### src/rtl/vga_pkg.sv
// vga_pkg: shared definitions for the VGA raster-timing path.
//   - default 640x480@60 timing constants and derived line/frame totals
//   - 12-bit {R,G,B} packing widths
//   - test-bar colours and the bar lookup helper
//   - dly_t: one entry of the sync/blank delay line
// Optional feature macro: VGA_TEST_PATTERN_EN (adds the bar colour and its
// select flag to the delay-line entry).
package vga_pkg;

    localparam int H_VISIBLE = 640;
    localparam int H_FP      = 16;
    localparam int H_SYNC    = 96;
    localparam int H_BP      = 48;
    localparam int V_VISIBLE = 480;
    localparam int V_FP      = 10;
    localparam int V_SYNC    = 2;
    localparam int V_BP      = 33;
    localparam int H_TOTAL   = H_VISIBLE + H_FP + H_SYNC + H_BP;
    localparam int V_TOTAL   = V_VISIBLE + V_FP + V_SYNC + V_BP;

    localparam int CH_W  = 4;
    localparam int RGB_W = 3 * CH_W;

    localparam logic [RGB_W-1:0] BAR_WHITE   = 12'hFFF;
    localparam logic [RGB_W-1:0] BAR_YELLOW  = 12'hFF0;
    localparam logic [RGB_W-1:0] BAR_CYAN    = 12'h0FF;
    localparam logic [RGB_W-1:0] BAR_GREEN   = 12'h0F0;
    localparam logic [RGB_W-1:0] BAR_MAGENTA = 12'hF0F;
    localparam logic [RGB_W-1:0] BAR_RED     = 12'hF00;
    localparam logic [RGB_W-1:0] BAR_BLUE    = 12'h00F;
    localparam logic [RGB_W-1:0] BAR_BLACK   = 12'h000;

    typedef struct packed {
        logic             hs;
        logic             vs;
        logic             von;
`ifdef VGA_TEST_PATTERN_EN
        logic             tp;
        logic [RGB_W-1:0] bar;
`endif
    } dly_t;

    // Idle entry: syncs inactive (high), blanked.
`ifdef VGA_TEST_PATTERN_EN
    localparam dly_t DLY_RST = '{hs: 1'b1, vs: 1'b1, von: 1'b0, tp: 1'b0, bar: '0};
`else
    localparam dly_t DLY_RST = '{hs: 1'b1, vs: 1'b1, von: 1'b0};
`endif

    // Eight 80-pixel-wide vertical bars; anything past the eighth is black.
    function automatic logic [RGB_W-1:0] bar_colour(input logic [9:0] px);
        logic [9:0] idx;
        idx = px / 10'd80;
        case (idx)
            10'd0:   bar_colour = BAR_WHITE;
            10'd1:   bar_colour = BAR_YELLOW;
            10'd2:   bar_colour = BAR_CYAN;
            10'd3:   bar_colour = BAR_GREEN;
            10'd4:   bar_colour = BAR_MAGENTA;
            10'd5:   bar_colour = BAR_RED;
            10'd6:   bar_colour = BAR_BLUE;
            default: bar_colour = BAR_BLACK;
        endcase
    endfunction

endpackage

### src/rtl/vga_pixel_tick.sv
// vga_pixel_tick: divides clk by CLK_DIV to produce the pixel-rate strobe.
//   clk        system clock
//   rst        synchronous active-high reset
//   pixel_tick one-clk strobe when the divider reaches CLK_DIV-1; held low
//              while rst is asserted (so CLK_DIV=1 gives a constant high
//              strobe outside reset)
module vga_pixel_tick #(
    parameter int CLK_DIV = 4
) (
    input  logic clk,
    input  logic rst,
    output logic pixel_tick
);

    localparam int               CNT_W   = (CLK_DIV > 1) ? $clog2(CLK_DIV) : 1;
    localparam logic [CNT_W-1:0] CNT_MAX = CNT_W'(CLK_DIV - 1);

    logic [CNT_W-1:0] cnt;

    always_ff @(posedge clk) begin
        if (rst) begin
            cnt <= '0;
        end else if (cnt == CNT_MAX) begin
            cnt <= '0;
        end else begin
            cnt <= cnt + CNT_W'(1);
        end
    end

    assign pixel_tick = !rst && (cnt == CNT_MAX);

endmodule

### src/rtl/vga_scan_driver.sv
// vga_scan_driver: 640x480@60 raster-timing master for the renderer.
// Ports:
//   clk, rst           system clock, synchronous active-high reset
//   test_en            (VGA_TEST_PATTERN_EN only) select colour-bar pattern
//   rgb_in[11:0]       renderer colour, valid PIPE_DELAY ticks after x/y
//   x, y               raster counters presented to the renderer
//   pixel_tick         one-clk pixel strobe
//   video_on           undelayed visible-area flag
//   frame_start        strobe on the tick presenting x=0, y=0
//   hsync, vsync       active-low syncs, delayed PIPE_DELAY+1 ticks
//   vga_r/g/b          colour pins, blanked outside the delayed visible area
// Optional feature macro: VGA_TEST_PATTERN_EN.
module vga_scan_driver
    import vga_pkg::*;
#(
    parameter int CLK_DIV    = 4,
    parameter int H_VISIBLE  = vga_pkg::H_VISIBLE,
    parameter int H_FP       = vga_pkg::H_FP,
    parameter int H_SYNC     = vga_pkg::H_SYNC,
    parameter int H_BP       = vga_pkg::H_BP,
    parameter int V_VISIBLE  = vga_pkg::V_VISIBLE,
    parameter int V_FP       = vga_pkg::V_FP,
    parameter int V_SYNC     = vga_pkg::V_SYNC,
    parameter int V_BP       = vga_pkg::V_BP,
    parameter int PIPE_DELAY = 1
) (
    input  logic             clk,
    input  logic             rst,
`ifdef VGA_TEST_PATTERN_EN
    input  logic             test_en,
`endif
    input  logic [RGB_W-1:0] rgb_in,
    output logic [9:0]       x,
    output logic [9:0]       y,
    output logic             pixel_tick,
    output logic             video_on,
    output logic             frame_start,
    output logic             hsync,
    output logic             vsync,
    output logic [CH_W-1:0]  vga_r,
    output logic [CH_W-1:0]  vga_g,
    output logic [CH_W-1:0]  vga_b
);

    localparam int H_TOT = H_VISIBLE + H_FP + H_SYNC + H_BP;
    localparam int V_TOT = V_VISIBLE + V_FP + V_SYNC + V_BP;

    localparam logic [9:0] H_LAST   = 10'(H_TOT - 1);
    localparam logic [9:0] V_LAST   = 10'(V_TOT - 1);
    localparam logic [9:0] H_VIS_C  = 10'(H_VISIBLE);
    localparam logic [9:0] V_VIS_C  = 10'(V_VISIBLE);
    localparam logic [9:0] HS_START = 10'(H_VISIBLE + H_FP);
    localparam logic [9:0] HS_END   = 10'(H_VISIBLE + H_FP + H_SYNC);
    localparam logic [9:0] VS_START = 10'(V_VISIBLE + V_FP);
    localparam logic [9:0] VS_END   = 10'(V_VISIBLE + V_FP + V_SYNC);

    vga_pixel_tick #(
        .CLK_DIV    (CLK_DIV)
    ) u_tick (
        .clk        (clk),
        .rst        (rst),
        .pixel_tick (pixel_tick)
    );

    // Raster counters: free-running through blanking, y steps on the x wrap.
    always_ff @(posedge clk) begin
        if (rst) begin
            x <= '0;
            y <= '0;
        end else if (pixel_tick) begin
            if (x == H_LAST) begin
                x <= '0;
                y <= (y == V_LAST) ? 10'd0 : y + 10'd1;
            end else begin
                x <= x + 10'd1;
            end
        end
    end

    assign video_on    = (x < H_VIS_C) && (y < V_VIS_C);
    assign frame_start = pixel_tick && (x == 10'd0) && (y == 10'd0);

    // ---- stage p0: raw sync/blank decoded from the live counters ----
    dly_t raw_p0;
    dly_t dly_end;

    always_comb begin
        raw_p0     = DLY_RST;
        raw_p0.hs  = !((x >= HS_START) && (x < HS_END));
        raw_p0.vs  = !((y >= VS_START) && (y < VS_END));
        raw_p0.von = video_on;
`ifdef VGA_TEST_PATTERN_EN
        raw_p0.tp  = test_en;
        raw_p0.bar = bar_colour(x);
`endif
    end

    // ---- stage p1: PIPE_DELAY-deep delay line, advancing on pixel_tick ----
    generate
        if (PIPE_DELAY == 0) begin : g_nodly
            assign dly_end = raw_p0;
        end else begin : g_dly
            dly_t dly_p1 [PIPE_DELAY];

            always_ff @(posedge clk) begin
                if (rst) begin
                    for (int i = 0; i < PIPE_DELAY; i++) begin
                        dly_p1[i] <= DLY_RST;
                    end
                end else if (pixel_tick) begin
                    dly_p1[0] <= raw_p0;
                    for (int i = 1; i < PIPE_DELAY; i++) begin
                        dly_p1[i] <= dly_p1[i-1];
                    end
                end
            end

            assign dly_end = dly_p1[PIPE_DELAY-1];
        end
    endgenerate

    // ---- stage p2: pin register, sync and colour aligned ----
    logic [RGB_W-1:0] col_src;
    logic [RGB_W-1:0] rgb_p2;

    always_comb begin
`ifdef VGA_TEST_PATTERN_EN
        col_src = dly_end.tp ? dly_end.bar : rgb_in;
`else
        col_src = rgb_in;
`endif
    end

    always_ff @(posedge clk) begin
        if (rst) begin
            hsync  <= 1'b1;
            vsync  <= 1'b1;
            rgb_p2 <= '0;
        end else if (pixel_tick) begin
            hsync  <= dly_end.hs;
            vsync  <= dly_end.vs;
            rgb_p2 <= dly_end.von ? col_src : '0;
        end
    end

    assign {vga_r, vga_g, vga_b} = rgb_p2;

endmodule

### config.mk
export PLATFORM = sky130hd
export DESIGN_NAME = vga_scan_driver
export DESIGN_NICKNAME = d
export VERILOG_FILES = /design/src/rtl/vga_pkg.sv /design/src/rtl/vga_pixel_tick.sv /design/src/rtl/vga_scan_driver.sv
export SDC_FILE = /design/constraint.sdc
export NUM_CORES = 1
export LEC_CHECK = 0
export BUFFER_PORTS_ARGS = -buffer_cell sky130_fd_sc_hd__buf_4
export CAP_MARGIN = 0
export CORE_MARGIN = 3
export CORE_UTILIZATION = 25
export DETAILED_ROUTE_END_ITERATION = 7
export PLACE_DENSITY = 0.51
export SLEW_MARGIN = 15
export SYNTH_ARGS = -nofsm -noshare
export SYNTH_HDL_FRONTEND = slang
export SYNTH_SLANG_ARGS = --single-unit
### constraint.sdc
create_clock -name clk -period 2.3 [get_ports clk]
set_clock_uncertainty 0.15 [all_clocks]
set_input_delay 0.46 -clock clk [delete_from_list [all_inputs] [get_ports clk]]
set_output_delay 0.46 -clock clk [all_outputs]
set_load 0.01 [all_outputs]
==> impl_metrics.yaml <==
min_path:
  hold_path.class: "primary input to flip-flop"
detailed_routing:
  drt_wl_total_mm: 4.831
  ant_nets: 0
  wl_per_cell_um: 13.27
  post-route-drc-count: 0
  drtIter0Drc: 62
  vias: 1683
  viasPerCell: 4.624
  dr.pass1.iters: 4
placement:
  io_buffers: 50
  dp_hpwl_mm: 3.378
  placed_cell_area_mm2: 0.002369
  dp_cells: 355
  gp_congestion: 0.7813
floorplan:
  dieWidth_um: 91.54
  die_area_mm2: 0.008380
  num_rows: 30
  die_height_um: 91.54
  coreArea_mm2: 0.006944
  start_util_pct: 26.34
  pin_count: 51
pwr:
  power.density_mw_per_mm2: 543.4
  vdd_drop_max_mv: 0.3191
  total_power_mw: 1.383
  leakage_nw: 1.066
worst_setup_path:
  critPathRequiredTime_ns: 1.69
  critical_path_arrival_ns: 1.65
  crit_path_cell_trace: "ha_4 -> nor2b_4 -> nor3b_4 -> nand4_1 -> nor4_2 -> buf_4"
  cp-end-kind: "output pin"
  slowest_delay_ns: 0.36
  path_buf_inv: 1
  start_kind: "flip-flop"
  critPathTopFamily: "simple AND/OR/NAND/NOR gates"
  cp_max_fo: 2
  slowest_stage: "dfxtp_2"
  crit_type: "flip-flop to output pin"
logic_synthesis:
  synth_flop_cell: "dfxtp_1"
  synthesis.area_mm2: 0.001829
  yosys.area.top_type: "dfxtp_1"
  synth_nets: 226
  ys_seq_elements: 39
  synthArstFlopShare_pct: 0
  synth_edf_count: 3
  yosys_warnings: 0
  synthTopCellsByArea: "dfxtp_1, nor2_1, nor2b_1"
  synth_cell_type_count: 41
  synth_top_area_share_pct: 39.40
  avgSynthCellArea_um2: 8.837
  syn_inst: 207
  ys_seq_area_share_pct: 44.32
cells_and_area:
  design_area_mm2: 0.002545
  syn_to_final_growth_pct: 39.12
  fin_nets: 286
  drive_gt1_share_pct: 31.72
  fin_cells: 364
  mostFrequentLayoutCells: "buf_4, dfxtp_1, nor2_1"
  final.fill_count: 712
  seqCellArea_um2: 814.5
  mostFrequentLayoutCell: "buf_4"
  multi_input_area_um2: 994.7
  n_antenna_cell: 0
timing:
  setup_viol: 0
  drv_slew: 0
  fin_crit_sh_pct: 98.12
  final_hold_viol_count: 0
  timing.final.crit_period_ns: 2.257
  relSlewSlack_pct: 64.73
  fmax_mhz: 443.1
  worst_slew_pin_slew_ns: 0.5247
  rsz0062_at_grt: "yes"
grt:
  grt_pass1_wl_mm: 7.886
  grt-ovfl-total: 0
  grt_pass1_vias: 1591
  gr-usage-all-layers_pct: 11.68
  antenna_found_initial: 0
  grt_max_degree: 25
clock_tree:
  numCtsBuffers: 5
  root_buffer: "clkbuf_8"
  tritoncts: "done"
  cts_max_level: 2
  cts_sinks: 39
  cts_hold_buffers: 0
  clk_pin_slew_worst_paths_ns: 0.08
  clk_latency_ns: 0.30
  cts_buffer_depth: 2
flow_run:
  drv_cap: 0
status:
  status: "finished, final reports clean"
==> metrics by stage <==
step                      utilization, %  setup TNS [ns]  hold WS, ns  worst slack (ns)
after floorplan                        -               0       0.2492          0.008532
after global placement             34.11               0       0.2576            0.1465
after detailed placement           34.11               0       0.2709           0.08655
after CTS                          36.13               0       0.2269           0.01302
after global routing               36.65        -0.07605       0.2433          -0.07605
final                              36.65               0       0.2347           0.04333
==> worst paths after layout <==
kind	slack [ns]	end	from	cells past startpoint
worst max-delay path	0.04	frame_start	u_tick.cnt[0]	6
worst min-delay path	0.23	rgb_p2[1]	rgb_in[1]	3
worst max register to register	0.20	y[2]	x[0]	5
worst min register to register	0.28	u_tick.cnt[0]	u_tick.cnt[0]	1
==> worst reg2reg max path: stages (launching register included) <==
cell and delay (ns):
dfxtp_1 0.43, ha_1 0.27, nand4b_1 0.24, or3_1 0.46, a22o_1 0.26, a32o_1 0.19
==> sequential cells by signal (all words and copies together) (netlist names) <==
name and cells:
vsync 1, hsync 1, x 10, u_tick.cnt 2
g_dly.dly_p1 3, rgb_p2 12, y 10
==> synthesized netlist by cell type (4+ instances only) <==
| master | instances |
|---|---|
| clkbuf_1 | 7 |
| nor3_1 | 4 |
| nor2b_1 | 15 |
| a21oi_1 | 13 |
| nor4_1 | 4 |
| nand4_1 | 9 |
| inv_1 | 8 |
| ha_1 | 5 |
| mux2i_1 | 5 |
| nand3_1 | 8 |
| nor2_1 | 31 |
| nand2_1 | 11 |
| xnor2_1 | 9 |
| and3_1 | 4 |
| dfxtp_1 | 36 |
==> where the power goes <==
part	switching [mW]	total (mW)	internal (mW)	leakage, nW
combinational	0.0477	0.0944	0.0467	0.692
sequential	0.00679	0.701	0.694	0.316
clock	0.265	0.588	0.323	0.0581
==> layout make-up <==
class | count | share of cell area, %
multi-input combinational | 150 | 39.09
sequential | 39 | 32.01
timing repair buffer | 63 | 18.58
tap | 96 | 4.720
clock buffer | 5 | 2.704
clock inverter | 3 | 1.721
inverter | 8 | 1.180
==> metal layers <==
layer	part of all wire, %	wire length [um]	track usage, %
met5	0	0	0
met4	1.1	52	4.146
met3	7.6	367	3.314
met2	41	1993	16.74
met1	50	2418	16.55
==> what timing repair did <==
item / 4_1_cts / 5_1_grt
setup buffers: 1 / 0
resized for setup: 4 / 9
pin swaps: 1 / 3
endpoints found under the setup margin: 1 / 1
==> cells by family (layout without fill, tap and decap cells) <==
logic type,count (synthesis),after routing,synth area share [%]
buffers and inverters,18,79,4.172
adder cells (fa/ha/maj),5,5,3.420
XOR/XNOR,10,10,4.788
multiplexers,5,5,2.736
AND/OR/NAND/NOR,103,103,31.05
flip-flops,39,39,44.32
AO/OA/AOI/OAI,27,27,9.508
No activity file was read; power rests on OpenSTA's default activity.
